--- src/rtl/gpio_event_pkg.sv ---
// gpio_event_pkg: register map and bit positions shared by the GPIO event unit and its bench
package gpio_event_pkg;
    localparam logic [2:0] REG_STATUS   = 3'd0;
    localparam logic [2:0] REG_EVENT    = 3'd1;
    localparam logic [2:0] REG_BUTTONS  = 3'd2;
    localparam logic [2:0] REG_SWITCHES = 3'd3;
    localparam logic [2:0] REG_LEDS     = 3'd4;
    localparam logic [2:0] REG_CONTROL  = 3'd5;
    localparam int ST_EMPTY_BIT     = 0;
    localparam int ST_FULL_BIT      = 1;
    localparam int ST_OVF_BIT       = 2;
    localparam int ST_COUNT_LSB     = 16;
    localparam int EV_VALID_BIT     = 31;
    localparam int CTRL_FLUSH_BIT   = 0;
    localparam int CTRL_CLR_OVF_BIT = 1;
endpackage

--- src/rtl/gpio_debounce.sv ---
// gpio_debounce: one button channel -- 2-flop synchroniser, stability counter, debounced level and rise pulse
module gpio_debounce #(
    parameter int DEBOUNCE_CYCLES = 500_000
) (
    input  logic clk,
    input  logic rst,
    input  logic raw_i,
    output logic level_o,
    output logic rise_o
);
    localparam int CNT_W = $clog2(DEBOUNCE_CYCLES + 1);
    localparam logic [CNT_W-1:0] CNT_LAST = CNT_W'(DEBOUNCE_CYCLES - 1);

    logic             meta_q, sync_q;
    logic             level_q, level_d;
    logic             rise_q, rise_d;
    logic [CNT_W-1:0] cnt_q, cnt_d;
    logic             accept;

    // accept the new level once it has differed for DEBOUNCE_CYCLES consecutive cycles
    always_comb begin
        accept  = (sync_q != level_q) && (cnt_q == CNT_LAST);
        level_d = accept ? sync_q : level_q;
        cnt_d   = (sync_q == level_q || accept) ? '0 : cnt_q + 1'b1;
        rise_d  = accept & sync_q;
    end

    // synchroniser, counter and debounced state; rise is registered so the push lands one cycle after acceptance
    always_ff @(posedge clk) begin
        if (rst) begin
            meta_q  <= 1'b0;
            sync_q  <= 1'b0;
            level_q <= 1'b0;
            rise_q  <= 1'b0;
            cnt_q   <= '0;
        end else begin
            meta_q  <= raw_i;
            sync_q  <= meta_q;
            level_q <= level_d;
            rise_q  <= rise_d;
            cnt_q   <= cnt_d;
        end
    end

    assign level_o = level_q;
    assign rise_o  = rise_q;
endmodule

--- src/rtl/gpio_event_unit.sv ---
// gpio_event_unit: debounced button events into a FIFO plus button/switch/LED register port
module gpio_event_unit
    import gpio_event_pkg::*;
#(
    parameter int N_BUTTONS       = 3,
    parameter int N_SWITCHES      = 2,
    parameter int N_LEDS          = 6,
    parameter int DEBOUNCE_CYCLES = 500_000,
    parameter int FIFO_DEPTH      = 8
) (
    input  logic                  clk,
    input  logic                  rst,
    input  logic [N_BUTTONS-1:0]  buttons_raw,
    input  logic [N_SWITCHES-1:0] switches,
    output logic [N_LEDS-1:0]     leds,
    input  logic [2:0]            reg_addr,
    input  logic                  reg_rd_en,
    input  logic                  reg_wr_en,
    input  logic [31:0]           reg_wr_data,
    output logic [31:0]           reg_rd_data,
    output logic                  event_pending
);
    localparam int AW = $clog2(FIFO_DEPTH);
    localparam int CW = AW + 1;

    logic [N_BUTTONS-1:0]  level, rise;
    logic [N_SWITCHES-1:0] sw_meta_q, sw_sync_q;
    logic [N_BUTTONS-1:0]  mem_q [FIFO_DEPTH];
    logic [AW-1:0]         wr_ptr_q, wr_ptr_d, rd_ptr_q, rd_ptr_d;
    logic [CW-1:0]         count_q, count_d;
    logic                  ovf_q, ovf_d;
    logic [N_LEDS-1:0]     led_q, led_d;
    logic [31:0]           rd_data_q, rd_data_d, rd_word;
    logic                  empty, full, push, pop, push_ok, drop, flush, clr_ovf, wr_ctrl;
    logic                  unused_wr_data;

    genvar i;
    generate
        for (i = 0; i < N_BUTTONS; i++) begin : g_btn
            gpio_debounce #(.DEBOUNCE_CYCLES(DEBOUNCE_CYCLES)) u_db (
                .clk     (clk),
                .rst     (rst),
                .raw_i   (buttons_raw[i]),
                .level_o (level[i]),
                .rise_o  (rise[i])
            );
        end
    endgenerate

    // FIFO control: flush beats push, a pop frees room for a same-cycle push into a full FIFO
    always_comb begin
        empty    = (count_q == '0);
        full     = (count_q == CW'(FIFO_DEPTH));
        wr_ctrl  = reg_wr_en && (reg_addr == REG_CONTROL);
        flush    = wr_ctrl && reg_wr_data[CTRL_FLUSH_BIT];
        clr_ovf  = wr_ctrl && reg_wr_data[CTRL_CLR_OVF_BIT];
        push     = |rise;
        pop      = reg_rd_en && (reg_addr == REG_EVENT) && !empty;
        push_ok  = push && (!full || pop) && !flush;
        drop     = push && full && !pop && !flush;
        wr_ptr_d = flush ? '0 : wr_ptr_q + AW'(push_ok);
        rd_ptr_d = flush ? '0 : rd_ptr_q + AW'(pop);
        count_d  = flush ? '0 : count_q + CW'(push_ok) - CW'(pop);
        ovf_d    = clr_ovf ? 1'b0 : (ovf_q | drop);
        led_d    = (reg_wr_en && reg_addr == REG_LEDS) ? reg_wr_data[N_LEDS-1:0] : led_q;
    end

    // register read mux; captured into rd_data_q only on a read strobe
    always_comb begin
        rd_word = '0;
        case (reg_addr)
            REG_STATUS: begin
                rd_word[ST_EMPTY_BIT]         = empty;
                rd_word[ST_FULL_BIT]          = full;
                rd_word[ST_OVF_BIT]           = ovf_q;
                rd_word[ST_COUNT_LSB +: CW]   = count_q;
            end
            REG_EVENT: begin
                rd_word[EV_VALID_BIT]         = !empty;
                rd_word[N_BUTTONS-1:0]        = empty ? '0 : mem_q[rd_ptr_q];
            end
            REG_BUTTONS:  rd_word[N_BUTTONS-1:0]  = level;
            REG_SWITCHES: rd_word[N_SWITCHES-1:0] = sw_sync_q;
            REG_LEDS:     rd_word[N_LEDS-1:0]     = led_q;
            default:      rd_word = '0;
        endcase
        rd_data_d = reg_rd_en ? rd_word : rd_data_q;
    end

    // control and status state
    always_ff @(posedge clk) begin
        if (rst) begin
            sw_meta_q <= '0;
            sw_sync_q <= '0;
            wr_ptr_q  <= '0;
            rd_ptr_q  <= '0;
            count_q   <= '0;
            ovf_q     <= 1'b0;
            led_q     <= '0;
            rd_data_q <= '0;
        end else begin
            sw_meta_q <= switches;
            sw_sync_q <= sw_meta_q;
            wr_ptr_q  <= wr_ptr_d;
            rd_ptr_q  <= rd_ptr_d;
            count_q   <= count_d;
            ovf_q     <= ovf_d;
            led_q     <= led_d;
            rd_data_q <= rd_data_d;
        end
    end

    // event storage needs no reset; count gates every read of it
    always_ff @(posedge clk) begin
        if (push_ok) mem_q[wr_ptr_q] <= rise;
    end

    assign unused_wr_data = ^reg_wr_data;
    assign leds           = led_q;
    assign reg_rd_data    = rd_data_q;
    assign event_pending  = !empty;
endmodule

--- config.mk ---
export PLATFORM = sky130hd
export DESIGN_NAME = gpio_event_unit
export DESIGN_NICKNAME = d
export VERILOG_FILES = /design/src/rtl/gpio_event_pkg.sv /design/src/rtl/gpio_debounce.sv /design/src/rtl/gpio_event_unit.sv
export SDC_FILE = /design/constraint.sdc
export NUM_CORES = 1
export LEC_CHECK = 0
export ABC_AREA = 0
export CAP_MARGIN = 20
export CORE_ASPECT_RATIO = 0.6
export CORE_MARGIN = 1.5
export CORE_UTILIZATION = 50
export CTS_BUF_LIST = sky130_fd_sc_hd__clkbuf_2 sky130_fd_sc_hd__clkbuf_4 sky130_fd_sc_hd__clkbuf_8
export DETAILED_ROUTE_END_ITERATION = 8
export GPL_TIMING_DRIVEN = 1
export MAX_ROUTING_LAYER = met4
export PLACE_DENSITY = 0.76
export SKIP_CTS_REPAIR_TIMING = 1
export SLEW_MARGIN = 15
export SYNTH_ARGS = -nofsm -noshare
export SYNTH_HDL_FRONTEND = slang
export SYNTH_SLANG_ARGS = --single-unit
--- constraint.sdc ---
create_clock -name clk -period 5.69 [get_ports clk]
set_input_delay 0.569 -clock clk [delete_from_list [all_inputs] [get_ports clk]]
set_output_delay 0.569 -clock clk [all_outputs]
set_load 0.02 [all_outputs]
# Word-level counts from Yosys, hierarchy flattened
# Memories as Yosys holds them, arrays and structs flattened. A register that Yosys moved wholly into a read port is not among the register bits.
# Index checks and enable logic that the tools add are counted.
# totals
register_bits	101
latchBits	0
ramBits	24
romBits	0
out_inout_bits	39
word_cells	89
mem_count	1
# op_classes
addsub	7
multipliers	0
div	0
magnitude_cmp	0
eq_ne	15
shifts	0
muxes	9
bitwise	4
reduce_logical	30
# memory_table
name	words	width	read_ports	rd_ports_with_merged_regs	write_ports	line_no	text
mem_q	8	3	1	1	1	gpio_event_unit.sv:28	logic [N_BUTTONS-1:0] mem_q [FIFO_DEPTH];
# op_table
operator	count
adder 19 x 1 -> 19 bit (second input constant)	3
equality test 19 bit (second input constant)	3
logical AND 1 bit	14
one-hot mux 2 bit (5 select lines)	1
OR reduction 2 bit	5
2-to-1 mux 3 bit	3
adder 3 x 1 -> 3 bit	2
equality test 3 x 2 -> 1 bit (second input constant)	2
equality test 3 bit (second input constant)	2
adder 4 x 1 -> 4 bit	1
equality test 4 bit (second input constant)	1
logical NOT 1 bit	4
logical NOT 4 bit	1
logical OR 1 bit	4
2-to-1 mux 4 bit	1
one-hot mux 1 bit (4 select lines)	1
subtractor 4 x 1 -> 4 bit	1
AND 1 bit	3
equality test 1 bit	3
equality test 3 x 1 -> 1 bit (second input constant)	1
logical NOT 3 bit	1
2-to-1 mux 1 bit	3
!= test 1 bit	3
OR reduction 3 bit	1
bitwise OR 1 bit	1

# Longest topological paths before layout
# Gate-level depths: netlist (run 1).
# depth
word_depth	8
depth_mapped	12
depth_no_buf	12

# Modules after synthesis
# A second synthesis (run 1) with hierarchy kept.
# unflattened
hier_cells	580
hier_area_um2	5750.5
# modules_own_cells
mod	instances	cells_each	area_per_inst_um2
gpio_debounce	3	115	1038.5
gpio_event_unit	1	235	2635.0

# Worst setup path after synthesis (run 1)
# No wires, ideal clock.
# synth_path
path_kind	in2reg
startpoint	in reg_addr[2]
endpoint	reg count_q[2]
arrival_ns	2.663
slack_ns	2.913
stages	11
path_buffers	1
cell_sequence	clkbuf_1 or3b_2 o31ai_1 nand2_1 ha_1 inv_1 ha_1 inv_1 fa_1 xor2_1 nor2_1
# synth_between
elab_chain_len	8
word_cells_on_any_way	13
classes_between	add/sub: 2; eq/ne: 2; reduce/logical: 9
# synth_lines
element	line_no	text
start: declaration	gpio_event_unit.sv:16	input logic [2:0] reg_addr,
equality test 3 x 1 -> 1 bit	gpio_event_unit.sv:58	pop = reg_rd_en && (reg_addr == REG_EVENT) && !empty;
logical AND 1 bit (2 in a row)	gpio_event_unit.sv:58	
logical OR 1 bit	gpio_event_unit.sv:59	push_ok = push && (!full || pop) && !flush;
logical AND 1 bit (2 in a row)	gpio_event_unit.sv:59	
adder 4 x 1 -> 4 bit	gpio_event_unit.sv:63	count_d = flush ? '0 : count_q + CW'(push_ok) - CW'(pop);
subtractor 4 x 1 -> 4 bit	gpio_event_unit.sv:63	
end signal: assignment	gpio_event_unit.sv:106	count_q <= count_d;
end: declaration	gpio_event_unit.sv:30	logic [CW-1:0] count_q, count_d;
# Parallel ways exist; a longest one is shown, timed or not.
# A chain may end at the register's enable or synchronous reset.

# Final worst setup path (run 1)
# layout_path
startpoint	in reg_addr[0]
endpoint	reg count_q[2]
# The elaborated chain is that of the path after synthesis.

==> results of run 1 <==
per-layer routing:
| layer | share of wire | global-route usage | routed length [µm] | vias to the layer above |
|---|---|---|---|---|
| met5 | 0 | - | 0 | - |
| met4 | 0.0068 | 0.0670 | 77 | 0 |
| met3 | 0.054 | 0.0530 | 615 | 12 |
| met2 | 0.44 | 0.295 | 4980 | 118 |
| met1 | 0.50 | 0.281 | 5700 | 2004 |
| li1 | - | - | - | 2056 |
cell usage in the layout, fill, tap and decap left out, types with 6 or more instances in the layout:
master / n
nand4_1: 11
nand2_1: 23
nor2_2: 10
nor3_1: 13
dfxtp_1: 101
clkbuf_8: 18
xnor2_1: 36
conb_1: 21
xor2_1: 9
or3_1: 12
and2_1: 7
nand3_1: 28
or4_1: 9
a31oi_1: 6
clkdlybuf4s50_1: 35
nor2_1: 67
or2_2: 6
a21oi_1: 23
ha_1: 13
mux2i_1: 11
nor2b_1: 12
o21ai_0: 12
o31ai_1: 7
edfxtp_1: 24
inv_1: 22
nor4_1: 14
critical path, stage by stage:
cell             delay, ns
clkdlybuf4s50_1       0.65
or3b_2                0.48
o31ai_1               0.42
nand2_1               0.15
ha_1                  0.30
inv_1                 0.05
ha_1                  0.16
inv_1                 0.06
fa_1                  0.37
xor2_1                0.15
nor2_1                0.05
logic make-up (layout without fill, tap and decap cells):
family / after synthesis / after routing / share of synthesized area
AND/OR/NAND/NOR: 243 / 243 / 0.236
flip-flops: 125 / 125 / 0.485
AO/OA/AOI/OAI: 65 / 65 / 0.0757
buffers and inverters: 63 / 90 / 0.0607
XOR/XNOR: 45 / 45 / 0.0697
multiplexers: 17 / 17 / 0.0394
adder cells (fa/ha/maj): 14 / 14 / 0.0323
other: 1 / 21 / 0.000664
state kept, by name, summed over array words and instances, names as in the netlist, 4 cells and up:
name	cells
g_btn.u_db.cnt_q	57
reg_rd_data	11
count_q	4
leds	6
mem_q	24
power by group:
part	internal [µW]	switching, µW
clock network	401	358
logic	44.6	65.3
registers	908	8.70
total	1350	432
through the flow:
step                power (µW)  cells  hold WS [ns]
floorplan                 1020    593         0.414
detailed placement        1040    727         0.434
CTS                       1800    759         0.453
global route              1850    759         0.465
global placement          1040    727         0.419
finish                    1790    759         0.444
final cells by class:
| cell class | instances | area, µm² | share of cell area |
|---|---|---|---|
| inverter | 22 | 82.6 | 0.0129 |
| clock buffer | 18 | 248 | 0.0388 |
| clock inverter | 14 | 140 | 0.0219 |
| timing repair buffer | 36 | 358 | 0.0560 |
| multi-input combinational | 405 | 2640 | 0.414 |
| sequential | 125 | 2740 | 0.429 |
| tap | 139 | 174 | 0.0272 |
final timing paths:
check | startpoint | endpoint | slack (ns) | cells past startpoint
setup reg to reg | count_q[3] | count_q[2] | 3.02 | 12
setup / recovery | reg_addr[0] | count_q[2] | 2.60 | 11
hold / removal | g_btn[0].u_db.meta_q | g_btn[0].u_db.sync_q | 0.44 | 1
hold reg to reg | g_btn[0].u_db.meta_q | g_btn[0].u_db.sync_q | 0.44 | 1
==> reports/metrics.csv, run 1 <==
stage;metric;value;unit
logic_synthesis;cell area after synthesis;5650;µm²
cts;clk sink count;125;
logic_synthesis;Post-synth top cells;dfxtp_1, nor2_1, xnor2_1, nand3_1, edfxtp_1;
sta;Tcrit/Tclk final;0.543;
pwr;maximum vdd drop;0.158;mV
setup_path;Critical Path Fanout Max;9;
sta;Clock Skew;0.0150;ns
layout;number of diodes;0;
floorplanning;die area;12000;µm²
run;max cap viols;0;
sta;Slew headroom;0.496;
layout;area delta synth->final;13.0;%
logic_synthesis;sequential area share after synthesis;0.485;
layout;share of cells above drive strength 1;0.111;
floorplanning;Initial Util;0.524;
sta;Hold Vio Cnt, Final;0;
sta;pins over their slew limit;0;
grt;vias in the first global route;3826;
setup_path;Critical Path Start Type;primary input;
grt;largest net degree at the start of global routing;41;
placed_design;HPWL Detailed;8020;µm
setup_path;CP arrival;3.40;ns
route;post-detailed-route count of antenna-violating nets;0;
cts;Max Root-Sink Buffers;2;
floorplanning;# IOs;83;
layout;fill count;907;
grt;grt ovf;0;
logic_synthesis;Synth cell types;58;
cts;TritonCTS clock tree;done;
setup_path;CP Data Required Time;6.00;ns
pwr;Leakage;0.00204;µW
floorplanning;core box area;10800;µm²
placed_design;PortBufs;35;
cts;worst skew pair latency;0.43;ns
route;drt drc;0;
sta;Tmin final;3.09;ns
setup_path;type of element capturing the critical path;flop;
logic_synthesis;top cells by area, synth;dfxtp_1, edfxtp_1, xnor2_1;
pwr;pwr/cell area;280;nW/µm²
logic_synthesis;Syn Area/Cell;9.86;µm²
floorplanning;die height;85.4;µm
route;DRT Pass-1 Iters;5;
grt;first-pass GRT wire length;18600;µm
setup_path;kind of critical path;in -> reg;
run_status;status;finished clean;
cts;# H-tree levels;4;
logic_synthesis;most frequent cell after synthesis;dfxtp_1;
logic_synthesis;post-synth top area share;0.358;
floorplanning;die width;140;µm
sta;Achievable Freq;324;MHz
sta;setup violators final;0;
logic_synthesis;EDFF count, synth;24;
placed_design;gpl congestion;0.880;
sta;RSZ-0062 raised after global routing;no;
layout;final non-filler cell area;6390;µm²
grt;overall routing resource usage;0.205;
route;vias per inst;5.52;
sta;final worst slack;2.60;ns
logic_synthesis;YS warnings;0;
placed_design;Placed Area;6000;µm²
cts;Clock Tree Root;clkbuf_8;
logic_synthesis;Post-Syn Instances;573;
layout;layout net count;665;
min_path;HP Class;reg -> reg;
logic_synthesis;cell taking the most area after synthesis;dfxtp_1;
grt;initial antenna violation count;0;
sta;Worst Tran Pin Value;0.756;ns
logic_synthesis;ys async rst share;0;
route;DRT iter0 DRCs;283;
floorplanning;Cell Rows;29;
logic_synthesis;Most used DFF post-synth;dfxtp_1;
layout;Util after Layout;0.593;
route;Routed wire per std cell;15.0;µm
route;Post-Route WL;11400;µm
cts;CTS clk-pin slew, worst paths;0.07;ns
cts;total CTS buffers;17;
logic_synthesis;synthesis-stage register bit count;125;
route;routed via count;4190;
sta;Fin Setup TNS;0;ns
placed_design;pre-CTS WS;2.25;ns
Note: power is estimated with default switching activity, not from simulation.
==> run 2, diff against run 1 <==
- clock period: 5.69 -> 2.9 ns (I/O delays scaled with it)
==> run 2 against run 1 <==
Compared with the run above:
- count of clock-buffer cells in the layout grew 5
- final area increased by 1.4%
- critical path depth fell by 6
- critical endpoint is now event_pending
- critical path type is now reg -> out
==> reports/metrics.csv, run 2 (synthesis results as in run 1) <==
stage;metric;value;unit;change
run_status;status;finished clean;;
pwr;Cell Int Power;2670;µW;+97%
route;WL met1;5760;µm;+1.1%
pwr;switch share;0.240;;-0.00249
pwr;pwr/cell area;542;nW/µm²;+94%
cts;# H-tree levels;4;;unchanged
route;DRT iter0 DRCs;266;;-6.0%
setup_path;crit-path most repeated cell;inv_1;;
cts;TritonCTS clock tree;done;;
pwr;Leakage;0.00211;µW;+3.3%
sta;Tmin final;2.52;ns;
min_path;HP Class;in -> reg;;
route;vias per inst;5.40;;-2.2%
setup_path;Crit path max-delay family;buffers and inverters;;
pwr;maximum vdd drop;0.355;mV;+120%
setup_path;FF-to-FF setup slack;0.39;ns;-2.63 ns
sta;Worst Tran Pin Value;0.758;ns;+0.00271 ns
sta;Slew headroom;0.494;;-0.00181
route;DRT Pass-1 Iters;4;;-1
route;Routed wire per std cell;15.0;µm;+0.45%
setup_path;Worst path max stage delay;0.57;ns;-0.08 ns
setup_path;Critical R2R Launch;count_q[2];;
pwr;total power;3510;µW;+97%
run;max cap viols;0;;unchanged
sta;RSZ-0062 raised after global routing;no;;
setup_path;Setup crit start;count_q[2];;
placed_design;HPWL Detailed;8350;µm;+4.1%
floorplanning;die area;12000;µm²;unchanged
layout;layout net count;677;;+1.8%
setup_path;reg-to-reg critical path endpoint;count_q[2];;
layout;max reg flops;57;;unchanged
route;Post-Route WL;11600;µm;+2.0%
sta;Hold Vio Cnt, Final;0;;unchanged
layout;commonest non-fill, non-tap cell in the layout;dfxtp_1;;
grt;initial antenna violation count;0;;unchanged
sta;Fin Setup TNS;0;ns;unchanged
floorplanning;die height;85.4;µm;unchanged
min_path;HP Start;buttons_raw[2];;
setup_path;Slowest-stage cell, CP;clkdlybuf4s50_1;;
route;post-detailed-route count of antenna-violating nets;0;;unchanged
sta;Clock Skew;0.0189;ns;+0.00386 ns
floorplanning;die width;140;µm;unchanged
sta;setup violators final;0;;unchanged
cts;Clock Tree Root;clkbuf_8;;
placed_design;PortBufs;35;;unchanged
pwr;clock share of power;0.422;;-0.003
grt;largest net degree at the start of global routing;19;;-54%
route;drt drc;0;;unchanged
sta;Achievable Freq;397;MHz;
placed_design;gpl congestion;0.863;;-1.9%
route;met2 WL post-DR;4990;µm;+0.36%
setup_path;CP Buf/Inv Count;3;;unchanged
layout;number of diodes;0;;unchanged
layout;most frequent cells in the layout;dfxtp_1, nor2_1, xnor2_1, clkdlybuf4s50_1, nand3_1;;
floorplanning;Cell Rows;29;;unchanged
floorplanning;core box area;10800;µm²;unchanged
cts;total CTS buffers;17;;unchanged
route;met3 routed WL;716;µm;+16%
cts;CTS clk-pin slew, worst paths;0.08;ns;about the same
pwr;Comb pwr share;0.066;;+0.004
sta;pins over their slew limit;0;;unchanged
setup_path;crit-path cells;inv_1, ha_1, nor3b_1, inv_1, clkdlybuf4s50_1;;
min_path;worst hold stages;2;;+1
cts;clk sink count;125;;unchanged
setup_path;CP arrival;2.23;ns;-1.17 ns
grt;grt ovf;0;;unchanged
floorplanning;Initial Util;0.524;;unchanged
layout;fill count;926;;+2.1%
cts;Max Root-Sink Buffers;2;;unchanged
grt;vias in the first global route;3911;;+2.2%
grt;first-pass GRT wire length;19400;µm;+3.9%
setup_path;type of element capturing the critical path;primary output;;
setup_path;Critical Path Fanout Max;4;;-5
pwr;sw power;841;µW;+95%
pwr;sequential power share;0.512;;about the same
floorplanning;# IOs;83;;unchanged
sta;Tcrit/Tclk final;0.867;;
layout;Most flops, register;g_btn.u_db.cnt_q;;
setup_path;kind of critical path;reg -> out;;
route;routed via count;4161;;-0.69%
setup_path;CP Data Required Time;2.61;ns;-3.39 ns
min_path;Hold Path End;g_btn[2].u_db.meta_q;;
cts;worst skew pair latency;0.45;ns;+0.02 ns
layout;area delta synth->final;14.6;%;
setup_path;worst r2r path cells;12;;unchanged
route;DR top layer;met4;;
layout;share of cells above drive strength 1;0.131;;+0.0200
setup_path;Critical Path Start Type;flop;;
grt;overall routing resource usage;0.213;;+0.00870
[run 2: changes by cell type in the layout (fill, tap and decap cells not counted), sizes merged]
cell	before	now
clkbuf	18	23
clkinvlp	3	2
buf	1	13
bufinv	2	1
inv	26	22
clkinv	5	6
[run 2: how the worst max path moves through the flow]
stage,cells after the start,end
after global routing,12,count_q[3]
after CTS,5,event_pending
final,5,event_pending
after global placement,11,count_q[2]
after detailed placement,11,count_q[2]
after floorplan,11,count_q[2]
[run 2: routing by layer]
| metal | vias up | GRT usage |
|---|---|---|
| li1 | 2081 | - |
| met1 | 1953 | 0.289 |
| met2 | 112 | 0.306 |
| met3 | 15 | 0.0530 |
| met4 | 0 | 0.0842 |
| met5 | - | - |
[run 2: final cells by class]
type                            instances  area [µm²]  area share
Sequential cell                       125        2740       0.423
Multi-Input combinational cell        405        2640       0.408
Timing Repair Buffer                   48         448      0.0691
Clock buffer                           23         304      0.0469
Tap cell                              139         174      0.0268
Clock inverter                          9        86.3      0.0133
Inverter                               22        82.6      0.0127
[run 2: metrics by stage]
step | hold slack (ns) | setup WS, ns | instance area [µm²] | cells | utilization
2_1_floorplan | 0.400 | 0.402 | 5730 | 593 | -
3_5_place_dp | 0.426 | 0.0281 | 6090 | 739 | 0.565
5_1_grt | 0.413 | 0.0633 | 6480 | 771 | 0.601
6_report | 0.404 | 0.384 | 6480 | 771 | 0.601
4_1_cts | 0.385 | 0.397 | 6480 | 771 | 0.601
3_3_place_gp | 0.429 | 0.0964 | 6090 | 739 | 0.565
[run 2: power groups by stage]
stage / combinational, µW / clock [µW] / sequential [µW]
2_1_floorplan: 160 / 0 / 1840
3_3_place_gp: 225 / 0 / 1840
3_5_place_dp: 228 / 0 / 1840
4_1_cts: 229 / 1510 / 1800
5_1_grt: 255 / 1570 / 1800
6_report: 231 / 1480 / 1800
==> run 3, diff against run 2 <==
- PLACE_DENSITY: 0.76 -> 0.74
==> run 3 against run 2 <==
Compared with the run above:
- worst setup slack got worse by 0.020 ns
- routed wire length barely moved
- clock skew decreased by 0.0022 ns
- sequential share of layout area grew 0.21 points
- count of clock-buffer cells in the layout is 3 lower
- global-route usage decreased by 0.45 points
- maximum frequency shrank 0.80%
- die area stayed put
- critical path type is now reg -> reg
==> reports/metrics.csv, run 3 (synthesis results as in run 1) <==
stage;metric;value;unit;change
run_status;status;finished clean;;
setup_path;Worst path max stage delay;0.37;ns;-0.20 ns
pwr;Cell Int Power;2650;µW;-0.72%
cts;TritonCTS clock tree;done;;
grt;largest net degree at the start of global routing;24;;+5
sta;setup violators final;0;;unchanged
route;drt drc;0;;unchanged
setup_path;CP arrival;2.86;ns;+0.63 ns
floorplanning;die width;140;µm;unchanged
placed_design;placed cells;739;;unchanged
sta;Achievable Freq;394;MHz;-0.80%
floorplanning;core box area;10800;µm²;unchanged
placed_design;PortBufs;35;;unchanged
layout;area delta synth->final;14.1;%;
sta;Worst Tran Pin Value;0.744;ns;-0.0141 ns
min_path;HP Class;in -> reg;;
route;DRT Pass-1 Iters;4;;unchanged
route;routed via count;4238;;+1.9%
cts;Clock Tree Root;clkbuf_8;;
min_path;HP Start;buttons_raw[1];;
placed_design;gpl congestion;0.830;;-3.9%
cts;worst skew pair latency;0.42;ns;-0.03 ns
pwr;total power;3440;µW;-2.1%
grt;overall routing resource usage;0.209;;-0.00445
sta;RSZ-0062 raised after global routing;no;;
setup_path;Setup crit start;count_q[2];;
layout;max reg flops;57;;unchanged
cts;Max Root-Sink Buffers;2;;unchanged
setup_path;Critical R2R Launch;count_q[2];;
sta;Clock Skew;0.0167;ns;-0.00221 ns
sta;Hold Vio Cnt, Final;0;;unchanged
sta;Tmin final;2.54;ns;+0.0202 ns
floorplanning;die area;12000;µm²;unchanged
layout;commonest non-fill, non-tap cell in the layout;dfxtp_1;;
setup_path;CP Data Required Time;3.22;ns;+0.61 ns
pwr;switch share;0.229;;-0.0104
setup_path;kind of critical path;reg -> reg;;
layout;fill count;904;;-2.4%
layout;most frequent cells in the layout;dfxtp_1, nor2_1, xnor2_1, clkdlybuf4s50_1, nand3_1;;
floorplanning;Cell Rows;29;;unchanged
cts;# H-tree levels;4;;unchanged
pwr;Comb pwr share;0.067;;about the same
route;DRT iter0 DRCs;197;;-26%
sta;pins over their slew limit;0;;unchanged
route;Routed wire per std cell;15.0;µm;about the same
grt;vias in the first global route;4036;;+3.2%
pwr;pwr/cell area;533;nW/µm²;-1.6%
placed_design;pre-CTS WS;-0.0318;ns;-0.0600 ns
layout;number of diodes;0;;unchanged
route;post-detailed-route count of antenna-violating nets;0;;unchanged
sta;Tcrit/Tclk final;0.874;;+0.00698
run;max cap viols;0;;unchanged
route;Post-Route WL;11600;µm;about the same
pwr;clock share of power;0.409;;-0.013
pwr;Leakage;0.00210;µW;-0.44%
pwr;sw power;787;µW;-6.3%
setup_path;Critical Path Fanout Max;4;;unchanged
layout;Final Non-Filler Cells;771;;unchanged
floorplanning;# IOs;83;;unchanged
pwr;sequential power share;0.523;;+0.011
layout;layout net count;677;;unchanged
grt;grt ovf;0;;unchanged
setup_path;Critical Path Start Type;flop;;
setup_path;type of element capturing the critical path;flop;;
cts;CTS clk-pin slew, worst paths;0.08;ns;about the same
grt;first-pass GRT wire length;19100;µm;-1.3%
sta;final worst slack;0.364;ns;-0.0202 ns
route;vias per inst;5.50;;+1.9%
pwr;maximum vdd drop;0.344;mV;-3.2%
placed_design;HPWL Detailed;8510;µm;+1.8%
floorplanning;die height;85.4;µm;unchanged
cts;total CTS buffers;17;;unchanged
cts;clk sink count;125;;unchanged
layout;Most flops, register;g_btn.u_db.cnt_q;;
grt;initial antenna violation count;0;;unchanged
floorplanning;Initial Util;0.524;;unchanged
setup_path;crit-path cells;inv_1, ha_1, nor3b_1, o31ai_1, nand2_1, ha_1, inv_1, ha_1, inv_1, fa_1, xor2_1, nor2_1;;
setup_path;Slowest-stage cell, CP;dfxtp_1;;
sta;Slew headroom;0.504;;+0.00941
layout;share of cells above drive strength 1;0.122;;-0.00949
-- run 3: power by group through the flow --
stage	clock network, µW	logic [µW]	registers [µW]
3_3_place_gp	0	224	1840
2_1_floorplan	0	160	1840
6_report	1410	231	1800
4_1_cts	1440	231	1800
5_1_grt	1520	251	1800
3_5_place_dp	0	229	1840
-- run 3: stage by stage --
stage / cell area [µm²] / setup TNS, ns / utilization / hold WS, ns
final: 6450 / 0 / 0.598 / 0.425
after global routing: 6450 / 0 / 0.598 / 0.417
after CTS: 6450 / 0 / 0.598 / 0.406
after detailed placement: 6090 / -0.0318 / 0.565 / 0.434
after global placement: 6090 / 0 / 0.565 / 0.426
after floorplan: 5730 / 0 / - / 0.400
-- run 3: final timing paths --
check	endpoint	slack, ns	cells past startpoint
hold / removal	g_btn[1].u_db.meta_q	0.43	2
setup reg to reg	count_q[2]	0.36	12
setup / recovery	count_q[2]	0.36	12
hold reg to reg	g_btn[2].u_db.sync_q	0.45	1
-- run 3: per-layer routing --
metal  global-route usage  part of all wire
met1                0.281              0.49
met2                0.315              0.45
met3               0.0474             0.054
met4               0.0660            0.0058
met5                    -                 0
-- run 3: cell type report --
cell class,instances,area (µm²),area share
Sequential cell,125,2740,0.425
Timing Repair Buffer,48,448,0.0695
Tap cell,139,174,0.0270
Clock inverter,12,103,0.0159
Clock buffer,20,256,0.0398
Inverter,22,82.6,0.0128
Multi-Input combinational cell,405,2640,0.410
-- run 3: critical path: cells and delay by family (launching register included) --
kind,cells,cell delay [ns]
fa+ha+maj,4,1.00
flops,1,0.37
simple gates,3,0.37
xor+xnor,1,0.13
compound gates,1,0.36
buf+inv,3,0.21
